## config.mk

```make
export PLATFORM = sky130hd
export DESIGN_NAME = if_fetch_ctrl
export DESIGN_NICKNAME = d
export VERILOG_FILES = /design/src/rtl/if_fetch_ctrl.sv
export SDC_FILE = /design/constraint.sdc
export NUM_CORES = 1
export LEC_CHECK = 0
export BUFFER_PORTS_ARGS = -buffer_cell sky130_fd_sc_hd__buf_2
export CELL_PAD_IN_SITES_DETAIL_PLACEMENT = 0
export CELL_PAD_IN_SITES_GLOBAL_PLACEMENT = 1
export CORE_MARGIN = 4
export CORE_UTILIZATION = 35
export DETAILED_ROUTE_END_ITERATION = 7
export PLACE_DENSITY_LB_ADDON = 0.2
export SETUP_SLACK_MARGIN = 0.15
export SLEW_MARGIN = 20
export SYNTH_ARGS = -nofsm -noshare
export SYNTH_HDL_FRONTEND = slang
export SYNTH_SLANG_ARGS = --single-unit
```

## constraint.sdc

```tcl
create_clock -name clk_i -period 3.4 [get_ports clk_i]
set_input_delay 0.17 -clock clk_i [delete_from_list [all_inputs] [get_ports clk_i]]
set_output_delay 0.17 -clock clk_i [all_outputs]
set_load 0.05 [all_outputs]
```

## src/rtl/if_fetch_ctrl.sv

```systemverilog
// if_fetch_ctrl: IF-stage fetch controller.
// Owns the fetch PC and drives the SRAM-like instruction bus (req/addr_ok/data_ok).
// Next-PC priority: flush > branch > sequential.
// A single-entry output buffer feeds ID.
// Optional misaligned-fetch trap is enabled by defining IF_ALIGN_CHECK_EN.
module if_fetch_ctrl #(
  parameter logic [31:0] RESET_PC = 32'hBFC0_0000,
  parameter logic [31:0] PC_STEP  = 32'd4
) (
  input  logic        clk_i,
  input  logic        rst_i,
  input  logic        stall_i,
  input  logic        flush_i,
  input  logic [31:0] new_pc_i,
  input  logic        branch_flag_i,
  input  logic [31:0] branch_to_addr_i,
  output logic        inst_req_o,
  output logic [31:0] inst_addr_o,
  input  logic        inst_addr_ok_i,
  input  logic        inst_data_ok_i,
  input  logic [31:0] inst_rdata_i,
  output logic        valid_o,
  output logic [31:0] pc_o,
  output logic [31:0] inst_o,
  output logic        adel_o,
  output logic        stall_req_o
);

  typedef enum logic [1:0] {
    S_IDLE,
    S_REQ,
    S_WAIT,
    S_HOLD
  } state_t;

  state_t      state;
  logic [31:0] pc_r;
  logic [31:0] pend_pc;
  logic        pend_vld;
  logic        cancel;
  logic        consume;
  logic        buf_free;
  logic        misalign;

  // ID takes the buffered instruction this cycle
  assign consume  = valid_o & ~stall_i;
  // A new fetch may start only if the buffer is empty or being drained now
  assign buf_free = ~valid_o | consume;

`ifdef IF_ALIGN_CHECK_EN
  logic adel_r;
  assign misalign = (pc_r[1:0] != 2'b00);
  assign adel_o   = adel_r;
`else
  assign misalign = 1'b0;
  assign adel_o   = 1'b0;
`endif

  // The request stays stable until addr_ok: once raised, valid_o is 0 and
  // pc_r is only redirected through pend_pc while a request is outstanding.
  assign inst_req_o  = (state == S_REQ) & buf_free & ~misalign;
  assign inst_addr_o = pc_r;
  assign stall_req_o = ~valid_o & ((state == S_REQ) | (state == S_WAIT));

  // Fetch FSM, PC selection and output buffer
  always_ff @(posedge clk_i) begin
    if (!rst_i) begin
      state    <= S_IDLE;
      pc_r     <= RESET_PC;
      pend_pc  <= '0;
      pend_vld <= 1'b0;
      cancel   <= 1'b0;
      valid_o  <= 1'b0;
      pc_o     <= '0;
      inst_o   <= '0;
`ifdef IF_ALIGN_CHECK_EN
      adel_r   <= 1'b0;
`endif
    end else begin
      if (consume) valid_o <= 1'b0;
      if (flush_i) begin
        valid_o <= 1'b0;
`ifdef IF_ALIGN_CHECK_EN
        adel_r  <= 1'b0;
`endif
      end

      case (state)
        S_IDLE: begin
          if (flush_i)            pc_r <= new_pc_i;
          else if (branch_flag_i) pc_r <= branch_to_addr_i;
          state <= S_REQ;
        end

        S_REQ: begin
          if (inst_req_o) begin
            // Request on the bus: redirects are deferred to pend_pc
            if (flush_i) begin
              cancel   <= 1'b1;
              pend_pc  <= new_pc_i;
              pend_vld <= 1'b1;
            end else if (branch_flag_i && !cancel) begin
              pend_pc  <= branch_to_addr_i;
              pend_vld <= 1'b1;
            end
            if (inst_addr_ok_i) state <= S_WAIT;
`ifdef IF_ALIGN_CHECK_EN
          end else if (misalign && buf_free && !flush_i) begin
            valid_o <= 1'b1;
            pc_o    <= pc_r;
            inst_o  <= '0;
            adel_r  <= 1'b1;
            state   <= S_HOLD;
`endif
          end else begin
            if (flush_i)            pc_r <= new_pc_i;
            else if (branch_flag_i) pc_r <= branch_to_addr_i;
          end
        end

        S_WAIT: begin
          if (inst_data_ok_i) begin
            if (!cancel && !flush_i) begin
              valid_o <= 1'b1;
              inst_o  <= inst_rdata_i;
              pc_o    <= pc_r;
            end
            cancel   <= 1'b0;
            pend_vld <= 1'b0;
            // Response retires here, so same-cycle redirects go straight to pc_r
            if (flush_i)                       pc_r <= new_pc_i;
            else if (branch_flag_i && !cancel) pc_r <= branch_to_addr_i;
            else if (pend_vld)                 pc_r <= pend_pc;
            else                               pc_r <= pc_r + PC_STEP;
            state <= S_REQ;
          end else if (flush_i) begin
            cancel   <= 1'b1;
            pend_pc  <= new_pc_i;
            pend_vld <= 1'b1;
          end else if (branch_flag_i && !cancel) begin
            pend_pc  <= branch_to_addr_i;
            pend_vld <= 1'b1;
          end
        end

`ifdef IF_ALIGN_CHECK_EN
        S_HOLD: begin
          if (flush_i) begin
            pc_r  <= new_pc_i;
            state <= S_REQ;
          end
        end
`endif

        default: state <= S_IDLE;
      endcase
    end
  end

endmodule

```

==> impl_metrics.tcl <==
set metrics [dict create \
    tritoncts_num_sinks 133 \
    remaining_drc_errors 0 \
    worst_ir_drop_vdd_mv 0.315 \
    total_power_density_per_cell_area_mw_per_mm2 553 \
    first_global_vias 6817 \
    crit_path_end "inst_addr_o[29]" \
    synth-compound-area-share_pct 24.6 \
    antenna_violating_nets_post_route 0 \
    finalClockSkew_ns 0.0111 \
    hold-worst-slack_ns 0.0498 \
    maxClockFrequency_ghz 0.407 \
    proportion_of_register_bits_with_asynchronous_set_or_reset_after_synthesis_pct 0 \
    drt-pass1-iter-count 7 \
    finalWirelength_um 24000 \
    cp_startpoint_kind "register" \
    rows 50 \
    postSynthAreaPerCell_um2 7.87 \
    via_per_inst 5.34 \
    whs_path_depth 3 \
    class_of_the_tightest_hold_or_removal_check "in -> reg" \
    timing_hold_violations_final 0 \
    antennaDiodeCount 0 \
    top_level_ports 203 \
    gr-total-overflow 0 \
    timing.final.crit_period_ns 2.46 \
    route.vias.total 7133 \
    worst_ep_arrival_time_ns 2.81 \
    final-instance-count-excl-fill 1335 \
    netlist_area_mm2 0.00682 \
    design.die.area_mm2 0.0218 \
    synth_simple_gate_area_share_pct 24.8 \
    fin_tns_setup_ns 0 \
    yosys.area.top_type "sky130_fd_sc_hd__dfxtp_1" \
    rr_worst_depth 6 \
    cts_setup_buffers 0 \
    area_delta_synth_final_pct 30.2 \
    synth-edff-count 0 \
    slew_viol_final 0 \
    mostFrequentLayoutCells "sky130_fd_sc_hd__buf_2 (201), sky130_fd_sc_hd__nand2_1 (196), sky130_fd_sc_hd__dfxtp_1 (133)" \
    place.port_buffers 201 \
    synth_top_area_share_pct 39.0 \
    numnets_final 1170 \
    syn_nets 974 \
    yosysWarningCount 0 \
    cts-root-buf "sky130_fd_sc_hd__clkbuf_16" \
    synthAdderAreaFrac_pct 0.917 \
    unrepaired_setup_endpoints_after_global_routing "no" \
    worst_pin_slew_ns 0.955 \
    cts_made_buffers 17 \
    core-area_mm2 0.0190 \
    slew_headroom_pct 36.4 \
    tritoncts_clock_tree "done" \
    placed_cells 1271 \
    yosys.cell_types.count 76 \
    post_place_instance_area_mm2 0.00797 \
    fraction_of_layout_cells_with_a_size_suffix_above_1_pct 25.5 \
    post_synthesis_share_of_cell_area_spent_on_xor_and_xnor_gates_pct 1.03 \
    outcome "completed" \
    cts_htree_levels 4 \
    stdcell_area_mm2 0.00888 \
    grt_use_total_pct 21.6 \
    synth_seq_area_share_pct 39.0 \
    power_leakage_uw 0.00361 \
    grt_max_degree 82 \
    final_min_period_over_clock_period_pct 72.3 \
    grt_pass1_wl_um 37800 \
    initial_utilization_pct 36.0 \
    synth_top_family_by_area "simple AND/OR/NAND/NOR gates" \
    detailed_place_hpwl_um 16300 \
    clock_latency_ns 0.42 \
    routability_congestion_estimate 0.797 \
    timing.critical_path.required_ns 3.75 \
    cts.clk_slew.worst_paths_ns 0.06 \
    drt-wirelength-per-cell_um 18.0 \
    postSynthCellCount 866 \
    drv_cap 0 \
    finalPower_uw 4900 \
    crit_type "reg -> reg" \
    floorplan.die.height_um 148 \
    path_max_fanout 47 \
    critPathCaptureType "register" \
    r2r_end "inst_addr_o[29]" \
    final_common_cell "sky130_fd_sc_hd__buf_2" \
    synth_top_cells_by_area "sky130_fd_sc_hd__dfxtp_1 (39%), sky130_fd_sc_hd__nand2_1 (11%), sky130_fd_sc_hd__a21oi_1 (7.1%), sky130_fd_sc_hd__mux2i_1 (3.5%), sky130_fd_sc_hd__a211oi_1 (3.2%)" \
    critical_path.reg2reg.startpoint "state[1]" \
    clock_tree.buffer_depth 2 \
    number_of_antenna_violations_at_the_first_check_in_global_routing 0 \
    muxShareOfSynthArea_pct 3.85 \
    synth.ff_latch_count 133 \
    die_w_um 148 \
    detailedRoute.firstIterationViolations 526 \
    startpoint "state[1]" \
    dominantRegCellSynth "sky130_fd_sc_hd__dfxtp_1" \
    report.final.setup_viol 0 \
    reg2reg_slack_ns 0.94 \
]
==> layer usage <==
layer | share of wire (%) | wire (um) | up-vias | track usage (%)
met5 | 0 | 0 | - | 0
met2 | 44 | 10500 | 262 | 33.1
li1 | - | - | 3512 | -
met3 | 7.3 | 1750 | 25 | 4.02
met1 | 47 | 11400 | 3334 | 31.1
met4 | 1.3 | 316 | 0 | 5.64
==> synthesized netlist by cell type, drive strengths merged, types with 10 or more instances <==
cell / number
nand4: 14
a21oi: 98
clkbuf: 42
inv: 11
buf: 33
nand2: 196
nand3: 26
a211oi: 29
nor2: 57
a311oi: 15
mux2i: 24
nor3: 10
dfxtp: 133
a221oi: 15
and2: 14
o21ai: 21
==> where the power goes <==
part	internal, uW	switching (uW)
Sequential	1710	184
Combinational	392	791
Clock	1090	744
Total	3190	1720
==> state kept, by name (all words and copies together), names as in the netlist <==
register	count
cancel	1
inst_addr_o	32
inst_o	32
pc_o	32
pend_pc	32
pend_vld	1
state	2
valid_o	1
==> how the worst min path moves through the flow <==
stage	from	end	slack (ns)
CTS	inst_addr_ok_i	state[1]	0.03
finish	inst_addr_ok_i	state[1]	0.05
floorplan	inst_rdata_i[0]	inst_o[0]	0.31
global route	inst_addr_ok_i	state[1]	0.04
global placement	inst_rdata_i[24]	inst_o[24]	0.41
detailed placement	inst_rdata_i[19]	inst_o[19]	0.42
==> stage by stage <==
stage / setup slack (ns) / utilization [%]
finish: 0.942 / 46.8
global placement: 0.970 / 42.1
floorplan: 1.03 / -
detailed placement: 0.938 / 42.1
global route: 0.781 / 46.8
CTS: 0.914 / 46.8
==> layout make-up <==
class                   instances  area, um^2
multi-input cells             647        3780
clock inverters                14         153
repair buffers                252        1480
well taps                     260         325
flip-flops and latches        133        2660
inverters                      11        43.8
clock buffers                  18         429
fillers                      1945       10100
==> cells by family (layout without fill, tap and decap cells) <==
group / Yosys count / after routing
fa+ha+maj: 5 / 5
xor+xnor: 8 / 8
simple gates: 359 / 359
buf+inv: 86 / 295
other cells: 1 / 1
mux: 26 / 26
flops: 133 / 133
compound gates: 248 / 248
==> what timing repair did <==
item | CTS | global route
hold buffers | 32 | 0
gates resized for setup | 0 | 0
endpoints found under the hold margin | 32 | 0
==> critical path, stage by stage, from the launching register on <==
cell and delay [ns]:
sky130_fd_sc_hd__dfxtp_1 0.36, sky130_fd_sc_hd__inv_1 0.08, sky130_fd_sc_hd__ha_1 0.22, sky130_fd_sc_hd__a21boi_2 0.19, sky130_fd_sc_hd__or4_4 0.79, sky130_fd_sc_hd__or4_1 0.60, sky130_fd_sc_hd__o211ai_2 0.14
Note: power is estimated with default switching activity, not from simulation.
